[src/rtl/lsu_mem_stage.sv]
// Load/store memory stage: checks EX memory commands, drives a ready/valid data port,
// steers store lanes and extends load results, with a bus-timeout abort.
module lsu_mem_stage #(
    parameter int unsigned TIMEOUT = 16
) (
    input  logic        clk,
    input  logic        rst,
    input  logic        start,
    input  logic        is_load,
    input  logic        is_store,
    input  logic [2:0]  funct3,
    input  logic [31:0] addr,
    input  logic [31:0] store_data,
    output logic        mem_req,
    output logic        mem_we,
    output logic [31:0] mem_addr,
    output logic [31:0] mem_wdata,
    output logic [3:0]  mem_wstrb,
    input  logic        mem_ready,
    input  logic [31:0] mem_rdata,
    output logic [31:0] load_data,
    output logic        done,
    output logic        fault,
    output logic        stall
);

    typedef enum logic [1:0] {IDLE, REQ, RESP} state_t;

    state_t      r_state;
    logic        r_memReq;
    logic        r_memWe;
    logic [31:0] r_memAddr;
    logic [31:0] r_memWdata;
    logic [3:0]  r_memWstrb;
    logic [31:0] r_loadData;
    logic        r_done;
    logic        r_fault;
    logic        r_isLoad;
    logic        r_unsigned;
    logic [1:0]  r_size;
    logic [1:0]  r_offset;
    logic [31:0] r_toCnt;

    logic        w_anyCmd;
    logic        w_funcOk;
    logic        w_aligned;
    logic        w_legal;
    logic        w_illegal;
    logic [31:0] w_wdata;
    logic [3:0]  w_wstrb;
    logic [7:0]  w_byte;
    logic [15:0] w_half;
    logic [31:0] w_loadExt;
    logic [31:0] w_cntNext;
    logic        w_timeout;

    // A command with both load and store set is a conflict and counts as illegal.
    always_comb begin
        w_anyCmd = start & (is_load | is_store);
        w_funcOk = 1'b0;
        if (is_load)
            w_funcOk = funct3 inside {3'b000, 3'b001, 3'b010, 3'b100, 3'b101};
        else
            w_funcOk = funct3 inside {3'b000, 3'b001, 3'b010};
        case (funct3[1:0])
            2'b00:   w_aligned = 1'b1;
            2'b01:   w_aligned = ~addr[0];
            2'b10:   w_aligned = (addr[1:0] == 2'b00);
            default: w_aligned = 1'b0;
        endcase
        w_legal   = w_anyCmd & ~(is_load & is_store) & w_funcOk & w_aligned;
        w_illegal = w_anyCmd & ~w_legal;
    end

    always_comb begin
        case (funct3[1:0])
            2'b00: begin
                w_wdata = {4{store_data[7:0]}};
                w_wstrb = 4'b0001 << addr[1:0];
            end
            2'b01: begin
                w_wdata = {2{store_data[15:0]}};
                w_wstrb = 4'b0011 << addr[1:0];
            end
            default: begin
                w_wdata = store_data;
                w_wstrb = 4'b1111;
            end
        endcase
        if (is_load)
            w_wstrb = 4'b0000;
    end

    always_comb begin
        case (r_offset)
            2'd0:    w_byte = mem_rdata[7:0];
            2'd1:    w_byte = mem_rdata[15:8];
            2'd2:    w_byte = mem_rdata[23:16];
            default: w_byte = mem_rdata[31:24];
        endcase
        w_half = r_offset[1] ? mem_rdata[31:16] : mem_rdata[15:0];
        case (r_size)
            2'b00:   w_loadExt = r_unsigned ? {24'd0, w_byte} : {{24{w_byte[7]}}, w_byte};
            2'b01:   w_loadExt = r_unsigned ? {16'd0, w_half} : {{16{w_half[15]}}, w_half};
            default: w_loadExt = mem_rdata;
        endcase
    end

    assign w_cntNext = r_toCnt + 32'd1;
    assign w_timeout = (TIMEOUT != 0) && (w_cntNext == TIMEOUT);

    // mem_ready on the timeout edge wins, so completion is checked first.
    always_ff @(posedge clk) begin
        if (rst) begin
            r_state    <= IDLE;
            r_memReq   <= 1'b0;
            r_memWe    <= 1'b0;
            r_memAddr  <= 32'd0;
            r_memWdata <= 32'd0;
            r_memWstrb <= 4'd0;
            r_loadData <= 32'd0;
            r_done     <= 1'b0;
            r_fault    <= 1'b0;
            r_isLoad   <= 1'b0;
            r_unsigned <= 1'b0;
            r_size     <= 2'd0;
            r_offset   <= 2'd0;
            r_toCnt    <= 32'd0;
        end else begin
            r_done  <= 1'b0;
            r_fault <= 1'b0;
            case (r_state)
                IDLE: begin
                    if (w_legal) begin
                        r_state    <= REQ;
                        r_memReq   <= 1'b1;
                        r_memWe    <= is_store;
                        r_memAddr  <= {addr[31:2], 2'b00};
                        r_memWdata <= w_wdata;
                        r_memWstrb <= w_wstrb;
                        r_isLoad   <= is_load;
                        r_unsigned <= funct3[2];
                        r_size     <= funct3[1:0];
                        r_offset   <= addr[1:0];
                        r_toCnt    <= 32'd0;
                    end else if (w_illegal) begin
                        r_fault <= 1'b1;
                    end
                end
                REQ: begin
                    if (mem_ready) begin
                        r_memReq <= 1'b0;
                        r_done   <= 1'b1;
                        r_state  <= RESP;
                        if (r_isLoad)
                            r_loadData <= w_loadExt;
                    end else if (w_timeout) begin
                        r_memReq <= 1'b0;
                        r_fault  <= 1'b1;
                        r_state  <= IDLE;
                    end else begin
                        r_toCnt <= w_cntNext;
                    end
                end
                RESP:    r_state <= IDLE;
                default: r_state <= IDLE;
            endcase
        end
    end

    assign mem_req   = r_memReq;
    assign mem_we    = r_memWe;
    assign mem_addr  = r_memAddr;
    assign mem_wdata = r_memWdata;
    assign mem_wstrb = r_memWstrb;
    assign load_data = r_loadData;
    assign done      = r_done;
    assign fault     = r_fault;
    assign stall     = ((r_state == IDLE) & w_legal) | (r_state == REQ);

endmodule

[config.mk]
export PLATFORM = sky130hd
export DESIGN_NAME = lsu_mem_stage
export DESIGN_NICKNAME = d
export VERILOG_FILES = /design/src/rtl/lsu_mem_stage.sv
export SDC_FILE = /design/constraint.sdc
export NUM_CORES = 1
export LEC_CHECK = 0
export ABC_AREA = 1
export BUFFER_PORTS_ARGS = -buffer_cell sky130_fd_sc_hd__buf_2
export CAP_MARGIN = 10
export CORE_UTILIZATION = 28
export DETAILED_ROUTE_END_ITERATION = 10
export HOLD_SLACK_MARGIN = 0.03
export PLACE_DENSITY = 0.54
export SLEW_MARGIN = 10
export SYNTH_ARGS = -nofsm -noshare
export SYNTH_HDL_FRONTEND = slang
export SYNTH_SLANG_ARGS = --single-unit
export TNS_END_PERCENT = 30
[constraint.sdc]
create_clock -name clk -period 4.86 [get_ports clk]
set_input_delay 1.215 -clock clk [delete_from_list [all_inputs] [get_ports clk]]
set_output_delay 1.215 -clock clk [all_outputs]
set_load 0.03 [all_outputs]
; Yosys cells after proc, flatten, opt, wreduce, memory -nomap -nowiden
; Cells that the tools add are included.
[totals]
input_bits = 105
wordCells = 88
output_inout_bits = 105
reg_bits = 142
[classes]
n_addsub = 1
eq_ne = 15
bitwise_logic = 13
shift = 2
n_reduce_logical = 15
muxes = 28
[ops]
columns = operator, count
row1 = $pmux W32 S2, 3
row2 = $mux W32, 5
row3 = $add A32 B1 Y32 const B, 1
row4 = $eq A32 B5 Y1 const B, 1
row5 = $pmux W8 S3, 1
row6 = $mux W16, 1
row7 = $logic_not A2 Y1, 5
row8 = $mux W1, 9
row9 = $eq A2 B1 Y1 const B, 4
row10 = $pmux W4 S2, 1
row11 = $and A1 B1 Y1, 7
row12 = $eq A3 B3 Y1 const B, 2
row13 = $mux W2, 3
row14 = $ne A2 B2 Y1 const B, 3
row15 = $reduce_and A3 Y1, 2
row16 = $reduce_bool A5 Y1, 1
row17 = $eq A2 B2 Y1 const B, 2
row18 = $mux W4, 1
row19 = $not A1 Y1, 4
row20 = $pmux W1 S2, 2
row21 = $pmux W2 S2, 1
row22 = $reduce_and A2 Y1, 2
row23 = $reduce_and A4 Y1, 1
row24 = $shl A1 B2 Y4 const A, 1
row25 = other kinds (10), 11

; Logic depth before layout (Yosys ltp)
; Gate-level depths: netlist of run 1.
[logic_depth]
ltp_word = 10
depth_mapped = 18
depth_no_buf = 16

; Worst setup path before layout of run 1
; Ideal clock, no wire load.
[synth_timing]
path_kind = in2out
start = input port funct3[0]
end = output port stall
cell_stages = 7
setup_slack_ns = 0.986
t_required_ns = 3.645
t_arrival_ns = 2.659
path_buffers = 2
path_cell_list = nor2_1 -> inv_1 -> a21oi_1 -> nand3_1 -> clkbuf_1 -> clkbuf_1 -> nand2_1
[synth_via]
elab_chain_cells = 7
elab_cells_between_ends = 16
cone_classes = 6 x eq/ne / 2 x mux / 4 x bitwise / 4 x reduce/logical
[synth_rtl]
columns = element, line
row1 = start: declaration, 11  ; input logic [2:0] funct3,
row2 = $eq A3 B1 Y1 (tied with other cells), "62, 64"
row3 = $reduce_bool A5 Y1 / $reduce_bool A3 Y1 (equally long branches), "62, 64"
row4 = $mux W1, 61  ; if (is_load)
row5 = $and A1 B1 Y1, 71  ; w_legal = w_anyCmd & ~(is_load & is_store) & w_funcOk & w_aligned;
row6 = $and A1 B1 Y1 (*), 71
row7 = $and A1 B1 Y1 (*), 179  ; assign stall = ((r_state == IDLE) & w_legal) | (r_state == REQ);
row8 = $or A1 B1 Y1 (*), 179
row9 = end: declaration, 24  ; output logic stall
; Every way passes the cells marked *; elsewhere a longest branch is shown, timed or not.

; Worst setup path after layout of run 1
[layout_timing]
start = input port funct3[1]
end = output port stall
; Same word-level chain as after synthesis.

==> results of run 1 <==
## layer usage
metal	track usage (%)	wire length [um]	part of all wire [%]
met1	23.56	11020	45
met5	0	0	0
met3	4.622	1582	6.5
met4	7.161	489	2.0
met2	30.55	11280	46
## cell usage in the layout, fill, tap and decap left out, drive strengths merged, types with 2 or more instances in the layout
master      n
nand4       6
nor2      132
o221ai     22
inv       126
clkinvlp    3
and2        2
xor2        6
dfxtp     142
a31oi      14
a221oi      2
ha          2
clkinv      9
nand2     289
o22ai       8
buf       218
o21ai      60
a21oi     150
mux2i       7
conb        2
clkbuf     17
or2         2
nand3      62
## state kept, by name, indices dropped and copies added, names as in the netlist
register	cells
r_offset	2
mem_addr	30
r_toCnt	32
r_unsigned	1
r_isLoad	1
r_size	2
fault	1
load_data	32
mem_req	1
mem_we	1
mem_wdata	32
mem_wstrb	4
done	1
r_state	2
## worst max-delay path by stage
stage	from	to	slack [ns]
floorplan	funct3[0]	stall	0.99
global placement	funct3[1]	stall	0.96
detailed placement	funct3[1]	stall	0.91
CTS	funct3[1]	stall	0.91
global route	funct3[1]	stall	0.74
finish	funct3[1]	stall	0.92
## cell type report
| class | instances | area [sq um] |
|---|---|---|
| inverters | 123 | 461.7 |
| repair buffers | 218 | 1131 |
| multi-input cells | 772 | 3610 |
| clock inverters | 15 | 177.7 |
| flip-flops and latches | 142 | 2843 |
| well taps | 330 | 412.9 |
| clock buffers | 17 | 425.4 |
| fillers | 2741 | 16120 |
## kinds of logic (layout without fill, tap and decap cells)
kind of cell	after synthesis	in the layout	share of synthesized area, %
AND/OR/NAND/NOR	494	494	27.74
AO/OA/AOI/OAI	259	259	19.82
buffers and inverters	187	373	10.50
flip-flops	142	142	39.56
multiplexers	8	8	1.132
XOR/XNOR	7	7	0.8532
adder cells (fa/ha/maj)	2	2	0.3482
other	1	2	0.05219
## critical path, stage by stage
cell and delay [ns]:
buf_2 0.18, nor2_1 0.43, inv_1 0.09, a21oi_1 0.28
nand3_4 0.12, nand2_1 0.18, buf_2 0.23
## power by group through the flow
stage | clock network [W] | registers (W) | logic [W]
global placement | 0 | 0.00126 | 0.000346
CTS | 0.00135 | 0.00123 | 0.000350
detailed placement | 0 | 0.00126 | 0.000349
global route | 0.00140 | 0.00124 | 0.000388
floorplan | 0 | 0.00129 | 0.000186
finish | 0.00132 | 0.00123 | 0.000347
## stage by stage
stage	total power (W)	hold WS [ns]	utilization (%)	setup slack [ns]	area [sq um]
2_1_floorplan	0.001473	0.4399	-	0.9863	7189
3_3_place_gp	0.001603	0.4495	33.58	0.9582	8456
3_5_place_dp	0.001606	0.4558	33.59	0.9141	8458
4_1_cts	0.002935	0.4664	35.98	0.9067	9061
5_1_grt	0.003021	0.4804	35.98	0.7381	9061
6_report	0.002901	0.4642	35.98	0.9176	9061
==> impl_metrics.toml, run 1 <==
[status]
outcome = "complete, no violations"

[synthesis]
synth_area_sq_um = 7186
synth_top_area_share_pct = 39.56
synth.ff_latch_count = 142
yosys_warnings = 0
syn_inst = 1100
synth_flop_cell = "dfxtp_1"
synth.most_common_cell = "nand2_1"
avgSynthCellArea_sq_um = 6.532
yosysTopAreaCell = "dfxtp_1"
ys_seq_area_share_pct = 39.56
ys_top_cells_by_area = "dfxtp_1 (40%), nand2_1 (15%), a21oi_1 (10%)"
ys_types = 33
synthTopCellsByCount = "nand2_1 (288), a21oi_1 (150), dfxtp_1 (142)"
synth-edff-count = 0
synthArstFlopShare_pct = 0

[floorplanning]
start_util_pct = 28.54
num_rows = 58
die_y_um = 162.2
die_w_um = 162.2
dieArea_sq_um = 26310
io_pins = 210
coreArea_sq_um = 25180

[cells_and_area]
nets = 1381
drive_above_1_share_pct = 20.75
antenna_cells = 0
stdcell_count = 1617
syn_to_final_growth_pct = 26.10

[timing]
finClkSkew_ns = 0.01513
period_minus_slack_ns = 3.942
fin_setup_tns_ns = 0
fmax_mhz = 253.7
worstMarginPinSlew_ns = 1.033
final_max_slew_viol_count = 0
hold_viol = 0
period_share_pct = 81.12
rsz0062_at_grt = "no"
relSlewSlack_pct = 31.10
finalSetupViolations = 0

[power]
p_switching_w = 0.0008890
leakage_nw = 4.283
p_clk_share_pct = 45.6
seqPwrFrac_pct = 42.4
power.density_nw_per_um2 = 320.1
irDropWorstVdd_mv = 0.2426
p_sw_share_pct = 30.65
comb_power_share_pct = 12.0
p_int_w = 0.002012

[placement]
io_buffers = 207
place_inst = 1585
dp_hpwl_um = 17510
gp_congestion = 0.8456

[routing]
drt_iter0_markers = 428
detail-route-antenna-nets = 0
wl_per_cell_um = 15.07
dr.pass1.iters = 4
wl_um = 24370
vias_per_cell = 4.719
drcViolationCount = 0
via_count = 7630

[cts]
holdBufCountCts = 0
post-cts-setup-buffers = 0
clk_latency_ns = 0.44
cts-resized-gates = 0
cts_sinks = 142
cts_made_buffers = 17
path_clk_slew_ns = 0.07
cts_tree = "yes"
max-clock-path-buffers = 2
cts_max_level = 4
cts_root_buf = "clkbuf_16"

[setup_path]
rrSetupSlack_ns = 1.46
crit_type = "primary input to primary output"
reg2reg_depth = 15
r2r_start = "r_toCnt[0]"
critPathLaunchType = "primary input"
crit_arrival_ns = 2.73
cp-end-kind = "primary output"
r2r_end = "r_toCnt[8]"
worstPathRequired_ns = 3.64
path_max_fanout = 13

[grt]
grt-ovfl-total = 0
grt_usage_pct = 18.69
grt_pass1_wl_um = 38630
grt_pass1_vias = 7248
grt_max_degree = 73
antenna_found_initial = 0

[hold_path]
hold_path.class = "flop to flop"
hold_depth = 2
whs_endpoint = "mem_we"
hold_start = "mem_we"

[job]
maxCapViolCount = 0
Power figures use the tool's default switching activity.
==> run 2: changes to the inputs <==
--- a/config.mk
+++ b/config.mk
@@ -11,7 +11,7 @@
 export CORE_UTILIZATION = 28
 export DETAILED_ROUTE_END_ITERATION = 10
 export HOLD_SLACK_MARGIN = 0.03
-export PLACE_DENSITY = 0.54
+export PLACE_DENSITY = 0.56
 export SLEW_MARGIN = 10
 export SYNTH_ARGS = -nofsm -noshare
 export SYNTH_HDL_FRONTEND = slang
==> constraint.sdc (replaced) <==
create_clock -name clk -period 3.5 [get_ports clk]
set_input_delay 0.875 -clock clk [delete_from_list [all_inputs] [get_ports clk]]
set_output_delay 0.875 -clock clk [all_outputs]
set_load 0.03 [all_outputs]
==> run 2 against run 1 <==
Effect of this change:
- sequential share of layout area down 0.27 points
- non-clock buffer count rose by 2
- design area up 0.87%
- flip-flop and latch count did not move
- critical path depth is the same
- register-to-register slack lost 0.89 ns
- die area unchanged
- clock power is 51% higher
- largest cell class unchanged
==> impl_metrics.toml, run 2 (synthesis results as in run 1) <==
[status]
outcome = "complete, no violations"

[cells_and_area]
multi_input_area_sq_um = 3607
seq_area_sq_um = 2843
nets = 1383
syn_to_final_growth_pct = 27.20
fill_cells = 2722
final_common_cell = "nand2_1"
drive_above_1_share_pct = 20.87
fin_area_sq_um = 9140
most-common-layout-cells = "nand2_1 (287), buf_2 (207), a21oi_1 (150)"

[routing]
drt_iter0_markers = 473
via_count = 7568
vias_per_cell = 4.672
detail-route-antenna-nets = 0
dr.pass1.iters = 4
wl_per_cell_um = 14.59
drcViolationCount = 0
wl_um = 23640

[cts]
cts_sinks = 142
clk_latency_ns = 0.42
cts_root_buf = "clkbuf_16"
cts-resized-gates = 0
cts_tree = "yes"
holdBufCountCts = 0
cts_made_buffers = 17
post-cts-setup-buffers = 0
path_clk_slew_ns = 0.07
cts_max_level = 4
max-clock-path-buffers = 2

[power]
power_w = 0.004179
seqPwrFrac_pct = 40.9
p_clk_share_pct = 47.5
leakage_nw = 4.342
comb_power_share_pct = 11.6
p_sw_share_pct = 28.22
irDropWorstVdd_mv = 0.3006
power.density_nw_per_um2 = 457.3
p_int_w = 0.003000
p_switching_w = 0.001179

[timing]
period_minus_slack_ns = 3.271
rsz0062_at_grt = "no"
period_share_pct = 93.46
finalSetupViolations = 0
hold_viol = 0
fmax_mhz = 305.7
worstMarginPinSlew_ns = 0.7422
fin_setup_tns_ns = 0
finClkSkew_ns = 0.01243
final_max_slew_viol_count = 0
relSlewSlack_pct = 50.38

[floorplanning]
die_w_um = 162.2
io_pins = 210
coreArea_sq_um = 25180
die_y_um = 162.2
dieArea_sq_um = 26310
num_rows = 58
start_util_pct = 28.54

[setup_path]
worstPathRequired_ns = 2.62
critPathLaunchType = "primary input"
crit_arrival_ns = 2.40
path_max_fanout = 13
cp-end-kind = "primary output"
crit_type = "primary input to primary output"

[hold_path]
hold_path.class = "flop to flop"

[job]
maxCapViolCount = 0

[placement]
io_buffers = 207
placed_area_sq_um = 8496
dp_hpwl_um = 16890
gp_congestion = 0.8695

[grt]
antenna_found_initial = 0
grt_max_degree = 143
grt_pass1_wl_um = 38010
grt-ovfl-total = 0
grt_usage_pct = 18.15
grt_pass1_vias = 7174
run 2: changes by cell type in the layout (fill, tap and decap cells not counted), sizes merged:
cell      delta
buf          +2
clkinv       -5
inv          +5
clkinvlp     -3
diode        +1
bufinv       +3
run 2: cell type report:
class | instances | share of cell area, %
diodes | 1 | 0.02738
clock buffers | 17 | 4.654
clock inverters | 15 | 2.368
inverters | 123 | 5.051
multi-input cells | 772 | 39.47
flip-flops and latches | 142 | 31.10
well taps | 330 | 4.517
repair buffers | 220 | 12.81
run 2: power groups by stage:
stage	logic (W)	registers, W	clock network, W
2_1_floorplan	0.000258	0.00179	0
3_3_place_gp	0.000483	0.00174	0
3_5_place_dp	0.000486	0.00174	0
4_1_cts	0.000488	0.00171	0.00203
5_1_grt	0.000542	0.00171	0.00210
6_report	0.000485	0.00171	0.00199
run 2: worst paths after layout:
| check | end | startpoint | depth (start not counted) | slack, ns |
|---|---|---|---|---|
| setup / recovery | stall | funct3[1] | 7 | 0.23 |
| hold / removal | mem_addr[5] | mem_addr[5] | 2 | 0.46 |
| setup reg to reg | r_toCnt[19] | r_toCnt[0] | 15 | 0.57 |
| hold reg to reg | mem_addr[5] | mem_addr[5] | 2 | 0.46 |
run 2: per-stage QoR:
| stage | std cells | worst slack, ns | utilization, % | hold slack [ns] |
|---|---|---|---|---|
| floorplan | 1101 | 0.3063 | - | 0.4399 |
| global placement | 1587 | 0.2290 | 33.74 | 0.4485 |
| detailed placement | 1587 | 0.2312 | 33.74 | 0.4547 |
| CTS | 1619 | 0.2276 | 36.29 | 0.4662 |
| global route | 1619 | 0.1076 | 36.29 | 0.4827 |
| finish | 1620 | 0.2289 | 36.30 | 0.4646 |
run 2: worst max-delay path, stage by stage:
cell and delay [ns]:
buf_2 0.18, inv_1 0.17, nand2_1 0.07, a221oi_1 0.48, nand3_4 0.15, nand2_1 0.22
buf_2 0.24
run 2: metal layers:
metal / GRT usage, % / wire [um] / part of all wire [%]
met2: 28.95 / 10650 / 45
met5: 0 / 0 / 0
met3: 5.388 / 1635 / 6.9
met4: 5.317 / 354 / 1.5
met1: 23.53 / 10990 / 47
==> run 3: changes to the inputs <==
--- a/config.mk
+++ b/config.mk
@@ -12,7 +12,8 @@
 export DETAILED_ROUTE_END_ITERATION = 10
 export HOLD_SLACK_MARGIN = 0.03
 export PLACE_DENSITY = 0.56
-export SLEW_MARGIN = 10
+export REMOVE_ABC_BUFFERS = 1
+export SLEW_MARGIN = 20
 export SYNTH_ARGS = -nofsm -noshare
 export SYNTH_HDL_FRONTEND = slang
 export SYNTH_SLANG_ARGS = --single-unit
==> run 3 against run 2 <==
Effect of this change:
- non-clock buffer count rose by 2
- routed wire length fell by 4.9%
- flip-flop and latch count unchanged
- die area unchanged
- largest cell class unchanged
- highest routed layer unchanged
==> impl_metrics.toml, run 3 (synthesis results as in run 1) <==
[timing]
finClkSkew_ns = 0.009418
timing.hold.ws_ns = 0.4645
period_minus_slack_ns = 3.086
fmax_mhz = 324.1
rsz0062_at_grt = "no"
finalSetupViolations = 0
worstMarginPinSlew_ns = 0.8385
final_max_slew_viol_count = 0
period_share_pct = 88.16
relSlewSlack_pct = 43.94
setup_slack_ns = 0.4144
fin_setup_tns_ns = 0
hold_viol = 0

[routing]
detail-route-antenna-nets = 0
via_count = 7584
drcViolationCount = 0
wl_per_cell_um = 13.86
vias_per_cell = 4.676
drt_iter0_markers = 503
wl_um = 22480
dr.pass1.iters = 4

[grt]
grt-ovfl-total = 0
grt_pass1_wl_um = 36340
grt_pass1_vias = 7125
grt_usage_pct = 17.18
antenna_found_initial = 1
grt_max_degree = 103

[cells_and_area]
nets = 1385
syn_to_final_growth_pct = 26.94
drive_above_1_share_pct = 20.99
seq_area_sq_um = 2843
fill_cells = 2773
stdcell_count = 1622
most-common-layout-cells = "nand2_1 (287), buf_2 (207), a21oi_1 (150)"
fin_util_pct = 36.22
final_common_cell = "nand2_1"
multi_input_area_sq_um = 3607

[hold_path]
hold_path.class = "flop to flop"
hold_start = "mem_addr[3]"
whs_endpoint = "mem_addr[3]"
hold_depth = 2

[power]
power.density_nw_per_um2 = 442.2
leakage_nw = 4.322
irDropWorstVdd_mv = 0.3001

[setup_path]
crit_type = "primary input to primary output"
path_max_fanout = 8
r2r_start = "r_toCnt[0]"
reg2reg_depth = 15
rrSetupSlack_ns = 0.59
crit_arrival_ns = 2.21
worstPathRequired_ns = 2.62
critPathLaunchType = "primary input"
r2r_end = "r_toCnt[2]"
cp-end-kind = "primary output"

[cts]
max-clock-path-buffers = 2
cts-resized-gates = 0
cts_max_level = 4
path_clk_slew_ns = 0.07
cts_tree = "yes"
cts_made_buffers = 17
cts_sinks = 142
post-cts-setup-buffers = 0
holdBufCountCts = 0
cts_root_buf = "clkbuf_16"
clk_latency_ns = 0.43

[placement]
place_inst = 1589
io_buffers = 207
gp_congestion = 0.8188
dp_hpwl_um = 15910
place_ws_ns = 0.3414

[floorplanning]
dieArea_sq_um = 26310
coreArea_sq_um = 25180
die_y_um = 162.2
io_pins = 210
num_rows = 58
die_w_um = 162.2
start_util_pct = 28.54

[job]
maxCapViolCount = 0

[status]
outcome = "complete, no violations"
-- run 3: worst max-delay path by stage --
stage | startpoint | end | cells past startpoint | slack [ns]
2_1_floorplan | funct3[1] | mem_wdata[10] | 7 | -2.73
6_report | funct3[1] | stall | 7 | 0.41
4_1_cts | funct3[1] | stall | 7 | 0.34
3_5_place_dp | funct3[1] | stall | 7 | 0.34
3_3_place_gp | funct3[1] | stall | 7 | 0.37
5_1_grt | funct3[1] | stall | 7 | 0.27
-- run 3: final cells by class --
| class | count | share of cell area [%] |
|---|---|---|
| diodes | 1 | 0.02743 |
| repair buffers | 222 | 13.14 |
| multi-input cells | 772 | 39.55 |
| inverters | 123 | 5.062 |
| clock inverters | 14 | 1.715 |
| clock buffers | 18 | 4.815 |
| flip-flops and latches | 142 | 31.17 |
| well taps | 330 | 4.527 |
-- run 3: report_power, final --
group          internal (W)  switching, W
Clock               0.00108      0.000767
Combinational      0.000169      0.000309
Sequential          0.00167     0.0000403
Total               0.00292       0.00112
-- run 3: metrics by stage --
| stage | power [W] | area (sq um) |
|---|---|---|
| after floorplan | 0.002026 | 6897 |
| after global placement | 0.002219 | 8523 |
| after detailed placement | 0.002223 | 8523 |
| final | 0.004034 | 9121 |
| after CTS | 0.004080 | 9119 |
| after global routing | 0.004208 | 9121 |
-- run 3: per-layer routing --
layer	GRT usage, %	up-vias	wire (um)
met5	0	-	0
met4	6.604	0	523
met3	4.367	31	1454
met2	28.03	231	10410
met1	21.63	3400	10090
li1	-	3922	-
-- run 3: critical path: stages --
cell and delay, ns:
buf_2 0.13, inv_1 0.09, nand2_1 0.05, a221oi_1 0.47, nand3_4 0.23, nand2_1 0.14, buf_2 0.22
